File: src/rtl/s_array_reader_if.sv
// Signal bundle between s_array_reader, the S-array memory read port and the
// downstream stream consumer.
//
// Stream handshake: a beat (out_data, out_index) transfers on a rising clk
// edge where out_valid && out_ready are both 1. Once out_valid is 1 it stays
// 1, with out_data/out_index unchanged, until that beat transfers.
// out_valid never depends on out_ready.
interface s_array_reader_if #(
  parameter int DATA_W = 8,
  parameter int ADDR_W = 8
);
  logic              start;
  logic [ADDR_W-1:0] address;
  logic              wren;
  logic [DATA_W-1:0] q;
  logic [DATA_W-1:0] out_data;
  logic [ADDR_W-1:0] out_index;
  logic              out_valid;
  logic              out_ready;
  logic              busy;
  logic              done;
  logic              mismatch;
  logic [ADDR_W:0]   mismatch_count;
  logic [ADDR_W-1:0] first_bad_index;

  // Reader side
  modport master (
    input  start, q, out_ready,
    output address, wren, out_data, out_index, out_valid,
           busy, done, mismatch, mismatch_count, first_bad_index
  );

  // Memory model / consumer / controller side
  modport slave (
    output start, q, out_ready,
    input  address, wren, out_data, out_index, out_valid,
           busy, done, mismatch, mismatch_count, first_bad_index
  );
endinterface

File: src/rtl/s_array_reader.sv
// s_array_reader: streams the 256-entry S-array out in address order over a
// valid/ready interface, checking S[i]==i on every accepted beat.
// Optional build macro CHECK_IDENTITY_EN: when defined the identity check is
// built; otherwise mismatch, mismatch_count and first_bad_index are tied to 0.
// Reads are credit-limited so the small output FIFO can never overflow,
// whatever the consumer does with out_ready.
module s_array_reader #(
  parameter int DATA_W       = 8,
  parameter int ADDR_W       = 8,
  parameter int READ_LATENCY = 1   // 1 or 2
) (
  input  logic             clk,
  input  logic             reset_n,
  s_array_reader_if.master bus,
  output logic [1:0]       dbg_state
);
  localparam int DEPTH = READ_LATENCY + 1;
  localparam logic [1:0]        LAST_PTR  = 2'(DEPTH - 1);
  localparam logic [2:0]        DEPTH_3   = 3'(DEPTH);
  localparam logic [ADDR_W-1:0] LAST_ADDR = '1;
  localparam logic [ADDR_W:0]   CNT_ONE   = (ADDR_W+1)'(1);

  typedef enum logic [1:0] {IDLE = 2'd0, READ = 2'd1, DRAIN = 2'd2, DONE = 2'd3} state_t;
  state_t state, state_nxt;

  logic [ADDR_W:0]         issue_cnt;                 // next address to read
  logic [READ_LATENCY-1:0] fl_vld;                    // reads in flight
  logic [ADDR_W-1:0]       fl_idx [READ_LATENCY];     // their addresses
  logic [DATA_W-1:0]       fifo_data [4];             // only DEPTH entries used
  logic [ADDR_W-1:0]       fifo_idx  [4];
  logic [1:0]              rd_ptr, wr_ptr, occ, inflight;
  logic                    start_acc, issue, push, pop, credit_ok, out_valid_int;
  logic [DATA_W-1:0]       head_data;
  logic [ADDR_W-1:0]       head_idx;

  function automatic logic [1:0] ptr_inc(input logic [1:0] p);
    return (p == LAST_PTR) ? 2'd0 : p + 2'd1;
  endfunction

  assign start_acc     = bus.start && (state == IDLE || state == DONE);
  assign push          = fl_vld[READ_LATENCY-1];
  assign out_valid_int = (occ != 2'd0);
  assign pop           = out_valid_int && bus.out_ready;
  assign head_data     = fifo_data[rd_ptr];
  assign head_idx      = fifo_idx[rd_ptr];

  // Count outstanding reads still travelling through the memory pipeline
  always_comb begin
    inflight = 2'd0;
    for (int i = 0; i < READ_LATENCY; i++) inflight = inflight + {1'b0, fl_vld[i]};
  end

  // A slot freed by this cycle's pop is reusable at once, which keeps one read per cycle
  assign credit_ok = ({1'b0, occ} + {1'b0, inflight}) < (DEPTH_3 + {2'b00, pop});
  assign issue     = (state == READ) && !issue_cnt[ADDR_W] && credit_ok;

  // Next-state logic
  always_comb begin
    state_nxt = state;
    case (state)
      IDLE, DONE: if (bus.start) state_nxt = READ;
      READ:       if (issue && issue_cnt[ADDR_W-1:0] == LAST_ADDR) state_nxt = DRAIN;
      DRAIN:      if (inflight == 2'd0 && occ == 2'd0) state_nxt = DONE;
      default:    state_nxt = IDLE;
    endcase
  end

  // State register
  always_ff @(posedge clk or negedge reset_n) begin
    if (!reset_n) state <= IDLE;
    else          state <= state_nxt;
  end

  // Issue counter and in-flight tracking of each read and its index
  always_ff @(posedge clk or negedge reset_n) begin
    if (!reset_n) begin
      issue_cnt <= '0;
      fl_vld    <= '0;
      for (int i = 0; i < READ_LATENCY; i++) fl_idx[i] <= '0;
    end else begin
      if (start_acc)  issue_cnt <= '0;
      else if (issue) issue_cnt <= issue_cnt + CNT_ONE;
      fl_vld[0] <= issue;
      fl_idx[0] <= issue_cnt[ADDR_W-1:0];
      for (int i = 1; i < READ_LATENCY; i++) begin
        fl_vld[i] <= fl_vld[i-1];
        fl_idx[i] <= fl_idx[i-1];
      end
    end
  end

  // Output FIFO: captures q as each read lands, drains on accepted beats
  always_ff @(posedge clk or negedge reset_n) begin
    if (!reset_n) begin
      rd_ptr <= 2'd0;
      wr_ptr <= 2'd0;
      occ    <= 2'd0;
      for (int i = 0; i < 4; i++) begin
        fifo_data[i] <= '0;
        fifo_idx[i]  <= '0;
      end
    end else if (start_acc) begin
      rd_ptr <= 2'd0;
      wr_ptr <= 2'd0;
      occ    <= 2'd0;
    end else begin
      if (push) begin
        fifo_data[wr_ptr] <= bus.q;
        fifo_idx[wr_ptr]  <= fl_idx[READ_LATENCY-1];
        wr_ptr            <= ptr_inc(wr_ptr);
      end
      if (pop) rd_ptr <= ptr_inc(rd_ptr);
      case ({push, pop})
        2'b10:   occ <= occ + 2'd1;
        2'b01:   occ <= occ - 2'd1;
        default: occ <= occ;
      endcase
    end
  end

`ifdef CHECK_IDENTITY_EN
  localparam logic [ADDR_W:0] CNT_MAX = {1'b1, {ADDR_W{1'b0}}};
  logic              mm_flag;
  logic [ADDR_W:0]   mm_cnt;
  logic [ADDR_W-1:0] mm_first;
  logic              entry_bad;

  assign entry_bad = pop && (head_data != DATA_W'(head_idx));

  // Identity check on each accepted beat; first bad index latched once per pass
  always_ff @(posedge clk or negedge reset_n) begin
    if (!reset_n) begin
      mm_flag  <= 1'b0;
      mm_cnt   <= '0;
      mm_first <= '0;
    end else if (start_acc) begin
      mm_flag  <= 1'b0;
      mm_cnt   <= '0;
      mm_first <= '0;
    end else if (entry_bad) begin
      mm_flag <= 1'b1;
      if (!mm_flag) mm_first <= head_idx;
      if (mm_cnt != CNT_MAX) mm_cnt <= mm_cnt + CNT_ONE;
    end
  end

  assign bus.mismatch        = mm_flag;
  assign bus.mismatch_count  = mm_cnt;
  assign bus.first_bad_index = mm_first;
`else
  assign bus.mismatch        = 1'b0;
  assign bus.mismatch_count  = '0;
  assign bus.first_bad_index = '0;
`endif

  assign bus.address   = issue_cnt[ADDR_W-1:0];
  assign bus.wren      = 1'b0;
  assign bus.out_valid = out_valid_int;
  assign bus.out_data  = head_data;
  assign bus.out_index = head_idx;
  assign bus.busy      = (state == READ) || (state == DRAIN);
  assign bus.done      = (state == DONE);
  assign dbg_state     = state;
endmodule

File: src/flat_wrapper.sv
// flat-port wrapper written by rule: the top's interface ports become plain ports
module s_array_reader_flat 
#(
  parameter int DATA_W       = 8,
  parameter int ADDR_W       = 8,
  parameter int READ_LATENCY = 1            
)
  (clk, reset_n, dbg_state, bus_start, bus_q, bus_out_ready, bus_address, bus_wren, bus_out_data, bus_out_index, bus_out_valid, bus_busy, bus_done, bus_mismatch, bus_mismatch_count, bus_first_bad_index);
  s_array_reader_if #(.DATA_W(DATA_W), .ADDR_W(ADDR_W)) bus_i ();
  input  logic clk;
  input  logic reset_n;
  output logic [1:0] dbg_state;
  input wire logic [$bits(bus_i.start)-1:0] bus_start;
  input wire logic [$bits(bus_i.q)-1:0] bus_q;
  input wire logic [$bits(bus_i.out_ready)-1:0] bus_out_ready;
  output wire logic [$bits(bus_i.address)-1:0] bus_address;
  output wire logic [$bits(bus_i.wren)-1:0] bus_wren;
  output wire logic [$bits(bus_i.out_data)-1:0] bus_out_data;
  output wire logic [$bits(bus_i.out_index)-1:0] bus_out_index;
  output wire logic [$bits(bus_i.out_valid)-1:0] bus_out_valid;
  output wire logic [$bits(bus_i.busy)-1:0] bus_busy;
  output wire logic [$bits(bus_i.done)-1:0] bus_done;
  output wire logic [$bits(bus_i.mismatch)-1:0] bus_mismatch;
  output wire logic [$bits(bus_i.mismatch_count)-1:0] bus_mismatch_count;
  output wire logic [$bits(bus_i.first_bad_index)-1:0] bus_first_bad_index;
  assign bus_i.start = bus_start;
  assign bus_i.q = bus_q;
  assign bus_i.out_ready = bus_out_ready;
  assign bus_address = bus_i.address;
  assign bus_wren = bus_i.wren;
  assign bus_out_data = bus_i.out_data;
  assign bus_out_index = bus_i.out_index;
  assign bus_out_valid = bus_i.out_valid;
  assign bus_busy = bus_i.busy;
  assign bus_done = bus_i.done;
  assign bus_mismatch = bus_i.mismatch;
  assign bus_mismatch_count = bus_i.mismatch_count;
  assign bus_first_bad_index = bus_i.first_bad_index;
  s_array_reader #(.DATA_W(DATA_W), .ADDR_W(ADDR_W), .READ_LATENCY(READ_LATENCY)) u_core (.clk(clk), .reset_n(reset_n), .bus(bus_i), .dbg_state(dbg_state));
endmodule
File: config.mk
export PLATFORM = sky130hd
export DESIGN_NAME = s_array_reader_flat
export DESIGN_NICKNAME = d
export VERILOG_FILES = /design/src/rtl/s_array_reader_if.sv /design/src/rtl/s_array_reader.sv /design/src/flat_wrapper.sv
export SDC_FILE = /design/constraint.sdc
export NUM_CORES = 1
export LEC_CHECK = 0
export CORE_MARGIN = 2
export CORE_UTILIZATION = 40
export DETAILED_ROUTE_END_ITERATION = 6
export PLACE_DENSITY = 0.62
export SLEW_MARGIN = 20
export SYNTH_ARGS = -nofsm -noshare
export SYNTH_HDL_FRONTEND = slang
export SYNTH_SLANG_ARGS = --single-unit
File: constraint.sdc
create_clock -name clk -period 2.3 [get_ports clk]
set_input_delay 0.23 -clock clk [delete_from_list [all_inputs] [get_ports clk]]
set_output_delay 0.23 -clock clk [all_outputs]
set_load 0.05 [all_outputs]
==> results.md <==
Status:
- The flow ran to the end, and the final reports show no timing, DRC or antenna violations.

Critical path:
- Data arrives at the worst endpoint at 2.37 ns.
- The most numerous cell type found on the critical path is ha_1.
- The critical path contains buffers and inverters numbering 0 combined.
- Along the worst path, the maximum fanout reaches 8.
- The signal on the critical path passes through ha_1 -> ha_1 -> nor3b_4 -> nand4_4 -> or4_1 -> a21oi_1.
- The kind of cell with the highest combined delay along the critical path is simple AND/OR/NAND/NOR gates.
- The startpoint type of the worst setup path is a flip-flop.
- STA classifies the critical path endpoint as a flip-flop.
- On the worst path, the slowest cell contributes a delay of 0.49 ns.
- The critical path is of the reg2reg type.
- The critical path's slowest cell is or4_1.
- Data on the critical path is required at its endpoint by 2.58 ns.

Pwr:
- Of the total power, combinational logic draws 21.7%.
- The net switching component of the power is 1102 uW.
- Overall power consumption after layout is estimated at 3727 uW.
- The clock network power share is 33.9%.
- The static power due to leakage is 0.002297 uW.
- The internal power summed over all cells is 2625 uW.
- The share of total power dissipated in sequential elements is 44.4%.
- In this run switching power makes up 29.57% of total power.
- The largest vdd supply drop is 0.3588 mV.
- Dividing total power by cell area gives a power density of 760.3 nW/um2.

Yosys:
- Summing the areas of all compound-gate instances in the mapped netlist gives 3.863% of the synthesized area.
- In the synthesized netlist the async set-or-reset flop fraction comes to 100.0%.
- The post-synthesis cell type with the largest combined area is dfrtp_1.
- Summing the areas of all and, or, nand and nor instances in the mapped netlist gives 6.020% of the synthesized area.
- The mean area per synthesized cell is 14.16 um2.
- After synthesis, the largest family of logic cells by area is multiplexers.
- The register area share after synthesis is 53.91%.
- The area share of the largest cell type after synthesis is 53.91%.
- The adder and majority gate portion of the synthesized area is 2.096%.
- Yosys instantiated no cell more often than dfrtp_1.
- The post-synthesis cell count is 295.
- The number of synthesized register bits is 90.
- For this run, the number of Yosys warnings is 0.
- After synthesis, the most frequently instantiated cells are dfrtp_1 (90), mux2_2 (53), buf_4 (29).
- The number of enable-type register cells in the synthesized netlist is 0.
- By area the synthesized netlist is led by dfrtp_1 (54%), mux2_2 (14%), mux4_2 (8.6%).
- Among all flip-flop cells after synthesis, the most frequent one is dfrtp_1.
- The number of distinct library cell variants in the gate-level netlist after synthesis is 41.
- The netlist area before placement is 4178 um2.
- The fraction of synthesized area in multiplexers is 26.36%.
- After Yosys synthesis, XOR and XNOR cells account for 0.8386% of the synthesized area.

Layout:
- Cells with a size suffix above 1 make up 35.47% of the layout.
- 0 antenna diodes ended up in the layout.
- Once layout is complete, the cells apart from fillers number 480.
- The multi-input logic area is 1708 um2.
- The final layout contains 358 nets.
- The final standard cell utilization of the core is 47.91%.
- The fill cell total of the finished layout is 907.
- The storage element area is 2253 um2.
- From synthesis to final layout, the design area changed by 17.34%.

Clocking:
- No sink is reached through more buffers than the 2 on the longest clock path.
- The number of CTS-inserted buffers is 9.
- Clock-pin slew was measured on the worst setup and hold paths at 0.09 ns.
- The number of H-tree branching levels is 3.
- The cell sitting at the root of the clock tree is a clkbuf_8.
- TritonCTS built the clock tree.
- The post-CTS setup-driven buffer insertion count is 0.
- The latest clock arrival within the worst-skew pair is 0.36 ns.
- The tree built by TritonCTS fans out to 90 sinks.

STA:
- The slew of the pin with the lowest slew margin is 0.5117 ns.
- For this run, the top clock speed supported by timing is 479.6 MHz.
- The worst pin sits at a relative slew slack of 65.89%.
- The worst path uses 90.65% of the clock period.
- The final setup TNS is 0 ns.
- The clock tree skew after final layout is 0.009364 ns.
- Setup violations remaining at the end of the flow were counted as 0.
- The smallest clock period supported by the final layout is computed as 2.085 ns.
- Setup repair after global routing left no endpoint under its margin.
- The number of failing hold endpoints at the final stage is 0.
- The count of pins over their slew limit is 0.

Placement:
- At the end of routability-driven placement, the weighted congestion stood at 0.8018.
- Detailed placement finished with a half-perimeter wire length of 5184 um.
- Once placement completed, the tool counted placed cells totaling 463.
- During placement, the flow inserted port buffers numbering 40.

Drt:
- The number of vias in the routed layout is 2411.
- Once detail routing completed, the nets flagged for antenna violations numbered 0.
- The remaining design rule violation count is 0.
- The post-detailed-route wirelength per cell is 16.00 um.
- Summed over all layers, the routed wires come to 7680 um.
- The pre-antenna-repair detailed-routing pass consisted of 4 iterations.
- In this run, the number of DRC markers left after iteration 0 of detailed routing was 112.
- Using the TritonRoute via totals, the vias-per-cell ratio works out to 5.023.

GRT:
- The pin count of the biggest net entering global routing is 54.
- The wire length of the first global-routing pass is 12650 um.
- The initial antenna violation count is 0.
- The via count of the first global-routing pass was 2468.
- Global routing consumed, over all layers together, 14.69% of the routing resources.
- Summed over all layers, the global routing overflow is 0.

Floorplanning:
- Measured along the x axis, the die boundary spans 106.2 um.
- The starting density of the core is 40.83%.
- The floorplan die area is 11280 um2.
- From bottom edge to top edge, the die measures 106.2 um.
- The number of top-level pins is 60.
- After floorplanning, the core was divided into 37 placement rows.
- The standard cell core area is 10230 um2.

Flow run:
- The max-cap check violation count is 0.

Worst hold path:
- In this run the worst hold path is classified as in2async.
path summary, 6_finish.rpt:
| check | to | from | cells after the start | slack [ns] |
|---|---|---|---|---|
| max | u_core.issue_cnt[6] | u_core.occ[0] | 6 | 0.22 |
| min | u_core.issue_cnt[1] | reset_n | 2 | 0.38 |
| max reg2reg | u_core.issue_cnt[6] | u_core.occ[0] | 6 | 0.22 |
| min reg2reg | u_core.fifo_idx[27] | u_core.fifo_idx[27] | 1 | 0.49 |
| max in group asynchronous | u_core.fifo_idx[22] | reset_n | 3 | 1.26 |
| min in group clk | u_core.fifo_idx[27] | u_core.fifo_idx[27] | 1 | 0.49 |
power groups by stage:
stage,logic [uW],registers [uW],clock network (uW)
floorplan,635,1680,0
global placement,810,1680,0
detailed placement,820,1690,0
CTS,822,1660,1290
global route,880,1660,1350
finish,809,1660,1260
area by class of cell:
class | count | area share (%)
flip-flops and latches | 90 | 45.97
multi-input cells | 180 | 34.84
repair buffers | 53 | 10.59
well taps | 136 | 3.471
clock buffers | 10 | 2.603
clock inverters | 6 | 2.144
inverters | 5 | 0.3828
placed cells by master (no fill, tap or decap), types with 5 or more instances in the layout:
master           instances
o21ai_0                  7
buf_4                   24
mux2_1                  11
nand2_1                 10
buf_12                   5
dfrtp_1                 89
conb_1                  19
nor2_1                   9
ha_1                     7
inv_1                    5
mux2_2                  53
a21oi_1                  8
clkbuf_8                 9
mux4_2                  16
clkdlybuf4s50_1         22
timing repair:
| item | in CTS | in global routing |
|---|---|---|
| resized for setup | 1 | 0 |
| endpoints found under the setup margin | 1 | 0 |
| endpoints found under the hold margin | 37 | 0 |
| hold buffers | 1 | 0 |
kinds of logic (layout without fill, tap and decap cells):
logic type,after synthesis,after routing
xor gates and xnor gates,4,4
adders and majority gates,7,7
AOI/OAI and AO/OA,26,26
muxes,82,82
DFF,90,90
other,1,19
and+or+nand+nor,42,42
buffers and inverters,43,74
registers in the layout, summed over array words and instances, names as in the netlist:
name / count
u_core.dbg_state: 2
u_core.fifo_data: 32
u_core.fifo_idx: 32
u_core.fl_idx: 8
u_core.fl_vld: 1
u_core.issue_cnt: 9
u_core.occ: 2
u_core.rd_ptr: 2
u_core.wr_ptr: 2
through the flow:
step                      hold slack [ns]  area [um2]  setup WS [ns]
after floorplan                  -0.06559        4247        0.04290
after global placement             0.2383        4661         0.2746
after detailed placement           0.2431        4661         0.2140
after CTS                          0.3911        4902         0.1934
after global routing               0.4445        4902        0.06438
final                              0.3807        4902         0.2150
metal layers:
layer | track usage [%] | wire length (um) | vias up
li1 | - | - | 1115
met3 | 2.330 | 276 | 10
met4 | 7.049 | 124 | 0
met1 | 19.81 | 3527 | 1237
met2 | 23.26 | 3751 | 49
met5 | 0 | 0 | -
No activity file was read; power rests on OpenSTA's default activity.
